**config.mk**
```make
export PLATFORM = sky130hd
export DESIGN_NAME = mem_bus_arbiter
export DESIGN_NICKNAME = d
export VERILOG_FILES = /design/src/rtl/mem_bus_arbiter.sv
export SDC_FILE = /design/constraint.sdc
export NUM_CORES = 1
export LEC_CHECK = 0
export CAP_MARGIN = 20
export CORE_MARGIN = 5
export CORE_UTILIZATION = 36
export CTS_CLUSTER_SIZE = 16
export DETAILED_ROUTE_END_ITERATION = 8
export PLACE_DENSITY = 0.81
export RECOVER_POWER = 25
export SLEW_MARGIN = 20
export SYNTH_ARGS = -nofsm -noshare
export SYNTH_HDL_FRONTEND = slang
export SYNTH_SLANG_ARGS = --single-unit
```
**constraint.sdc**
```tcl
create_clock -name clk -period 1.92 [get_ports clk]
set_input_delay 0.192 -clock clk [delete_from_list [all_inputs] [get_ports clk]]
set_output_delay 0.192 -clock clk [all_outputs]
set_load 0.05 [all_outputs]
```
**src/rtl/mem_bus_arbiter.sv**
```systemverilog
// ============================================================================
// Module   : mem_bus_arbiter
// Brief    : Two-master (IFU/LSU) to one-slave memory port arbiter with one
//            outstanding transaction and a response-timeout watchdog.
// Revision : 1.0 - initial release
// ============================================================================
`default_nettype none

module mem_bus_arbiter #(
    parameter int LSU_PRIORITY   = 1,
    parameter int TIMEOUT_CYCLES = 1024,
    parameter int CNT_W          = 11
) (
    input  logic        clk,
    input  logic        rst,
    input  logic        ifu_req_valid,
    output logic        ifu_req_ready,
    input  logic [31:0] ifu_req_addr,
    output logic        ifu_rsp_valid,
    input  logic        ifu_rsp_ready,
    output logic [31:0] ifu_rsp_rdata,
    output logic        ifu_rsp_err,
    input  logic        lsu_req_valid,
    output logic        lsu_req_ready,
    input  logic [31:0] lsu_req_addr,
    input  logic        lsu_req_wen,
    input  logic [31:0] lsu_req_wdata,
    input  logic [3:0]  lsu_req_wstrb,
    output logic        lsu_rsp_valid,
    input  logic        lsu_rsp_ready,
    output logic [31:0] lsu_rsp_rdata,
    output logic        lsu_rsp_err,
    output logic        mem_req_valid,
    input  logic        mem_req_ready,
    output logic [31:0] mem_req_addr,
    output logic        mem_req_wen,
    output logic [31:0] mem_req_wdata,
    output logic [3:0]  mem_req_wstrb,
    input  logic        mem_rsp_valid,
    output logic        mem_rsp_ready,
    input  logic [31:0] mem_rsp_rdata,
    input  logic        mem_rsp_err,
    output logic [1:0]  grant,
    output logic        busy
);

    localparam logic [2:0] c_idle  = 3'd0;
    localparam logic [2:0] c_req   = 3'd1;
    localparam logic [2:0] c_rsp   = 3'd2;
    localparam logic [2:0] c_err   = 3'd3;
    localparam logic [2:0] c_flush = 3'd4;

    localparam logic [CNT_W-1:0] c_to_last =
        (TIMEOUT_CYCLES == 0) ? '0 : CNT_W'(TIMEOUT_CYCLES - 1);

    logic [2:0]       state_q, state_d;
    logic [CNT_W-1:0] cnt_q, cnt_d;
    logic             owner_lsu_q, owner_lsu_d;
    logic             last_lsu_q, last_lsu_d;
    logic [31:0]      mem_req_addr_q, mem_req_addr_d;
    logic             mem_req_wen_q, mem_req_wen_d;
    logic [31:0]      mem_req_wdata_q, mem_req_wdata_d;
    logic [3:0]       mem_req_wstrb_q, mem_req_wstrb_d;

    logic w_pick_lsu;
    logic w_any_req;
    logic w_owner_rsp_ready;
    logic w_timeout;

    // On a tie, fixed priority favours the LSU; round-robin favours whoever
    // did not win last time.
    assign w_pick_lsu = lsu_req_valid &
                        (~ifu_req_valid | (LSU_PRIORITY != 0) | ~last_lsu_q);
    assign w_any_req  = ifu_req_valid | lsu_req_valid;
    assign w_owner_rsp_ready = owner_lsu_q ? lsu_rsp_ready : ifu_rsp_ready;
    assign w_timeout  = (TIMEOUT_CYCLES != 0) && (cnt_q == c_to_last);

    always_ff @(posedge clk) begin
        if (rst) begin
            state_q         <= c_idle;
            cnt_q           <= '0;
            owner_lsu_q     <= 1'b0;
            last_lsu_q      <= 1'b0;
            mem_req_addr_q  <= '0;
            mem_req_wen_q   <= 1'b0;
            mem_req_wdata_q <= '0;
            mem_req_wstrb_q <= '0;
        end else begin
            state_q         <= state_d;
            cnt_q           <= cnt_d;
            owner_lsu_q     <= owner_lsu_d;
            last_lsu_q      <= last_lsu_d;
            mem_req_addr_q  <= mem_req_addr_d;
            mem_req_wen_q   <= mem_req_wen_d;
            mem_req_wdata_q <= mem_req_wdata_d;
            mem_req_wstrb_q <= mem_req_wstrb_d;
        end
    end

    always_comb begin
        state_d         = state_q;
        cnt_d           = cnt_q;
        owner_lsu_d     = owner_lsu_q;
        last_lsu_d      = last_lsu_q;
        mem_req_addr_d  = mem_req_addr_q;
        mem_req_wen_d   = mem_req_wen_q;
        mem_req_wdata_d = mem_req_wdata_q;
        mem_req_wstrb_d = mem_req_wstrb_q;
        case (state_q)
            c_idle: begin
                if (w_any_req) begin
                    state_d         = c_req;
                    owner_lsu_d     = w_pick_lsu;
                    last_lsu_d      = w_pick_lsu;
                    mem_req_addr_d  = w_pick_lsu ? lsu_req_addr : ifu_req_addr;
                    mem_req_wen_d   = w_pick_lsu & lsu_req_wen;
                    mem_req_wdata_d = w_pick_lsu ? lsu_req_wdata : 32'h0;
                    mem_req_wstrb_d = w_pick_lsu ? lsu_req_wstrb : 4'h0;
                end
            end
            c_req: begin
                if (mem_req_ready) begin
                    state_d = c_rsp;
                    cnt_d   = '0;
                end
            end
            c_rsp: begin
                if (mem_rsp_valid) begin
                    if (w_owner_rsp_ready) begin
                        state_d = c_idle;
                    end
                end else begin
                    cnt_d = cnt_q + 1'b1;
                    if (w_timeout) begin
                        state_d = c_err;
                    end
                end
            end
            c_err: begin
                if (w_owner_rsp_ready) begin
                    state_d = c_flush;
                end
            end
            c_flush: begin
                if (mem_rsp_valid) begin
                    state_d = c_idle;
                end
            end
            default: state_d = c_idle;
        endcase
    end

    // Every output is forced low while rst is high so a mid-transaction reset
    // is seen immediately by both masters and the slave.
    always_comb begin
        ifu_req_ready = 1'b0;
        lsu_req_ready = 1'b0;
        ifu_rsp_valid = 1'b0;
        ifu_rsp_rdata = 32'h0;
        ifu_rsp_err   = 1'b0;
        lsu_rsp_valid = 1'b0;
        lsu_rsp_rdata = 32'h0;
        lsu_rsp_err   = 1'b0;
        mem_req_valid = 1'b0;
        mem_rsp_ready = 1'b0;
        mem_req_addr  = mem_req_addr_q;
        mem_req_wen   = mem_req_wen_q;
        mem_req_wdata = mem_req_wdata_q;
        mem_req_wstrb = mem_req_wstrb_q;
        busy          = (state_q != c_idle);
        grant         = (state_q != c_idle) ? {owner_lsu_q, ~owner_lsu_q} : 2'b00;
        case (state_q)
            c_idle: begin
                lsu_req_ready = w_pick_lsu;
                ifu_req_ready = ifu_req_valid & ~w_pick_lsu;
            end
            c_req: mem_req_valid = 1'b1;
            c_rsp: begin
                mem_rsp_ready = w_owner_rsp_ready;
                if (owner_lsu_q) begin
                    lsu_rsp_valid = mem_rsp_valid;
                    lsu_rsp_rdata = mem_req_wen_q ? 32'h0 : mem_rsp_rdata;
                    lsu_rsp_err   = mem_rsp_err;
                end else begin
                    ifu_rsp_valid = mem_rsp_valid;
                    ifu_rsp_rdata = mem_rsp_rdata;
                    ifu_rsp_err   = mem_rsp_err;
                end
            end
            c_err: begin
                lsu_rsp_valid = owner_lsu_q;
                lsu_rsp_err   = owner_lsu_q;
                ifu_rsp_valid = ~owner_lsu_q;
                ifu_rsp_err   = ~owner_lsu_q;
            end
            c_flush: mem_rsp_ready = 1'b1;
            default: ;
        endcase
        if (rst) begin
            ifu_req_ready = 1'b0;
            lsu_req_ready = 1'b0;
            ifu_rsp_valid = 1'b0;
            ifu_rsp_rdata = 32'h0;
            ifu_rsp_err   = 1'b0;
            lsu_rsp_valid = 1'b0;
            lsu_rsp_rdata = 32'h0;
            lsu_rsp_err   = 1'b0;
            mem_req_valid = 1'b0;
            mem_rsp_ready = 1'b0;
            mem_req_addr  = 32'h0;
            mem_req_wen   = 1'b0;
            mem_req_wdata = 32'h0;
            mem_req_wstrb = 4'h0;
            busy          = 1'b0;
            grant         = 2'b00;
        end
    end

endmodule

`default_nettype wire

```
==> run_results.csv <==
group,metric,value,unit
job,max_cap_violations,0,
setup_path,critPathTopFamily,"simple AND/OR/NAND/NOR gates",
logic_synthesis,yosysSeqAreaShare,0.388,
setup_path,cp_slowest_cell,"or3b_4",
detailed_routing,first_pass_iters,4,
timing,setup_ws,-0.146,ns
timing,hold_viol_final,0,
clock_tree,clk_pin_slew,0.06,ns
logic_synthesis,yosysUniqueCellTypes,42,
setup_path,critical_path_arrival,1.87,ns
timing,max_clock_freq,0.484,GHz
floorplan,rows,40,
floorplan,ios,286,
logic_synthesis,netlist_area,4330,um2
timing,fin_crit,2.07,ns
run_status,violations,"setup timing",
setup_path,cp.required,1.73,ns
finish,fin_nets,921,
setup_path,crit_chain,"or3b_4, nor3_4, buf_6, clkbuf_16, and2_4, buf_12",
logic_synthesis,netlist.top_cell.by_area,"dfxtp_1",
finish,final_area,8470,um2
detailed_routing,detail_route.wirelength,16600,um
floorplan,initial_core_util,0.364,
place,placed_area,8090,um2
clock_tree,cts_sinks,84,
setup_path,path_buf_inv,3,
detailed_routing,via_count,4613,
setup_path,cp-end-kind,"output port",
detailed_routing,wl_per_cell,17.9,um
setup_path,cp-start-kind,"register",
logic_synthesis,yosysWarnings,0,
detailed_routing,drc,0,
finish,drive_gt1_frac,0.323,
power_and_ir_drop,p_int,4.59,mW
clock_tree,cts_hold_buf,0,
global_route,grt_use_total,0.218,
logic_synthesis,ys_seq_elements,84,
floorplan,core_area,11900,um2
timing,holdWs,0.290,ns
logic_synthesis,ys_top_cells_by_area,"dfxtp_1 (39%), nor2b_1 (10%), and2_1 (9.2%)",
power_and_ir_drop,p_switching,2.90,mW
detailed_routing,routed_via_density,4.96,
clock_tree,cts_buffer_depth,2,
timing,setup_viol,64,
logic_synthesis,syn_area_per_cell,8.77,um2
logic_synthesis,synthesis.nets,637,
logic_synthesis,syn-instance-count,494,
setup_path,crit_path_max_fanout,8,
setup_path,cp_slowest_stage_delay,0.44,ns
timing,fin_skew,0.00501,ns
global_route,grt_pass1_vias,4789,
global_route,overflow,0,
power_and_ir_drop,p_leak,3.47,nW
power_and_ir_drop,seq_power_share,0.298,
finish,syn2layout_area_growth,95.5,%
place,pre_cts_slack,-0.209,ns
clock_tree,cts_tree,"done",
floorplan,fp.dieW,120,um
place,hpwl,13000,um
timing,rsz0062_at_grt,"true",
power_and_ir_drop,p_per_area,885,nW/um2
place,gp_congestion,0.814,
global_route,grt_pass1_wl,24800,um
setup_path,critical_path_class,"reg -> out",
global_route,grt_max_degree,79,
min_path,hold_class,"in -> reg",
detailed_routing,ant_nets,0,
power_and_ir_drop,sw_frac_of_total,0.387,
global_route,antenna_found_initial,0,
timing,tns,-6.52,ns
timing,worst_slew_pin_slew,0.746,ns
floorplan,dieHeight,120,um
power_and_ir_drop,ir_drop,0.000545,V
power_and_ir_drop,comb_power_share,0.473,
timing,period_share,1.08,
timing,slew_viol_final,0,
clock_tree,worstSkewPairLatency,0.33,ns
power_and_ir_drop,pwr-share-clk,0.229,
run_status,status,"complete, but fails checks",
floorplan,dieArea,14300,um2
detailed_routing,drtIter0Drc,189,
logic_synthesis,netlist.area_leader.share,0.388,
timing,slew-limit-headroom,0.503,
clock_tree,clockRootBuffer,"clkbuf_16",
place,io_buffers,285,
finish,n_antenna_cell,0,
clock_tree,htreeDepth,3,
clock_tree,numCtsBuffers,9,
-- sequential cells by signal, indices dropped and copies added (netlist names) --
register and cells:
state_q 3, cnt_q 11, mem_req_wstrb_q 4, owner_lsu_q 1, mem_req_addr_q 32, mem_req_wdata_q 32
mem_req_wen_q 1
-- final cells by class --
| type | instances | area [um2] |
|---|---|---|
| Clock buffer | 9 | 225 |
| Clock inverter | 7 | 76.3 |
| Fill cell | 877 | 3440 |
| Inverter | 6 | 22.5 |
| Multi-Input combinational cell | 363 | 2710 |
| Sequential cell | 84 | 1680 |
| Tap cell | 147 | 184 |
| Timing Repair Buffer | 314 | 3570 |
-- worst register-to-register path, cell delays in order (launching register included) --
cell	delay (ns)
dfxtp_2	0.33
buf_4	0.11
or3b_4	0.42
a21o_1	0.24
buf_4	0.15
or3_2	0.41
a21oi_1	0.12
-- metrics by stage --
stage	std cells	total power, mW	util
5_1_grt	930	7.89	0.711
3_5_place_dp	907	5.71	0.680
2_1_floorplan	494	4.40	-
6_report	930	7.50	0.711
4_1_cts	928	7.56	0.717
3_3_place_gp	907	5.63	0.680
-- layout by cell type, fill, tap and decap left out, types with 5 or more instances in the layout --
| master | instances |
|---|---|
| clkdlybuf4s50_1 | 139 |
| dfxtp_1 | 82 |
| buf_12 | 74 |
| nor2b_1 | 70 |
| and2_4 | 64 |
| buf_4 | 54 |
| nor2_1 | 46 |
| a22o_1 | 37 |
| a211oi_1 | 36 |
| mux2i_1 | 33 |
| clkbuf_1 | 29 |
| clkbuf_2 | 11 |
| clkbuf_16 | 10 |
| a21oi_1 | 8 |
| nand2_1 | 7 |
| inv_1 | 6 |
| nor3_2 | 5 |
| xnor2_1 | 5 |
-- synth_stat cells --
cell,instances
or3_2,2
o211a_1,1
o31ai_1,2
nand2b_1,3
o32ai_1,1
and2_1,64
o21ai_1,2
nor2b_1,71
a211oi_1,37
a21oi_1,9
or4_1,3
buf_6,1
buf_4,3
or3_1,1
o21ai_0,2
dfxtp_1,84
or3b_2,2
o21bai_1,1
o22ai_1,1
nor4b_1,1
buf_1,1
nor2_1,48
or3b_1,1
nand3b_1,1
ha_1,1
mux2i_1,33
nand3_1,4
mux2_2,2
maj3_1,1
a22o_1,37
nand2_1,7
and3_1,4
xnor2_1,5
nor3_1,6
a2111oi_0,2
nand4_1,3
buf_2,9
a21o_1,1
a31o_2,2
clkbuf_1,27
nor3_2,2
inv_1,6
-- power by group through the flow --
stage | logic [mW] | clock network, mW | registers (mW)
finish | 3.55 | 1.72 | 2.23
detailed placement | 3.45 | 0 | 2.26
floorplan | 2.18 | 0 | 2.22
global placement | 3.39 | 0 | 2.24
global route | 3.76 | 1.85 | 2.27
CTS | 3.58 | 1.75 | 2.23
-- repair_timing --
item / 4_1_cts / 5_1_grt
endpoints found under the setup margin: 67 / 71
gates resized for setup: 33 / 12
pin swaps: 10 / 20
gates cloned: 2 / 1
setup buffers: 3 / 2
-- logic make-up after synthesis --
group,after synthesis,synth area share
xor gates and xnor gates,5,0.0101
muxes,35,0.0814
buffers and inverters,47,0.0476
AOI/OAI and AO/OA,98,0.175
and+or+nand+nor,223,0.293
DFF,84,0.388
adders and majority gates,2,0.00520
-- worst paths after layout --
check	startpoint	end	slack [ns]	cells past startpoint
worst max-delay path	state_q[2]	ifu_rsp_rdata[11]	-0.15	6
worst min-delay path	rst	state_q[0]	0.29	3
worst max register to register	state_q[1]	cnt_q[1]	0.06	6
worst min register to register	mem_req_addr_q[23]	mem_req_addr_q[23]	0.49	2
-- per-layer routing --
metal  vias up  global-route usage  wire [um]
li1       2284                   -          -
met1      2094               0.223       6120
met2       202               0.408       8770
met3        33              0.0580       1120
met4         0               0.104        605
met5         -                   0          0
Note: power is estimated with default switching activity, not from simulation.
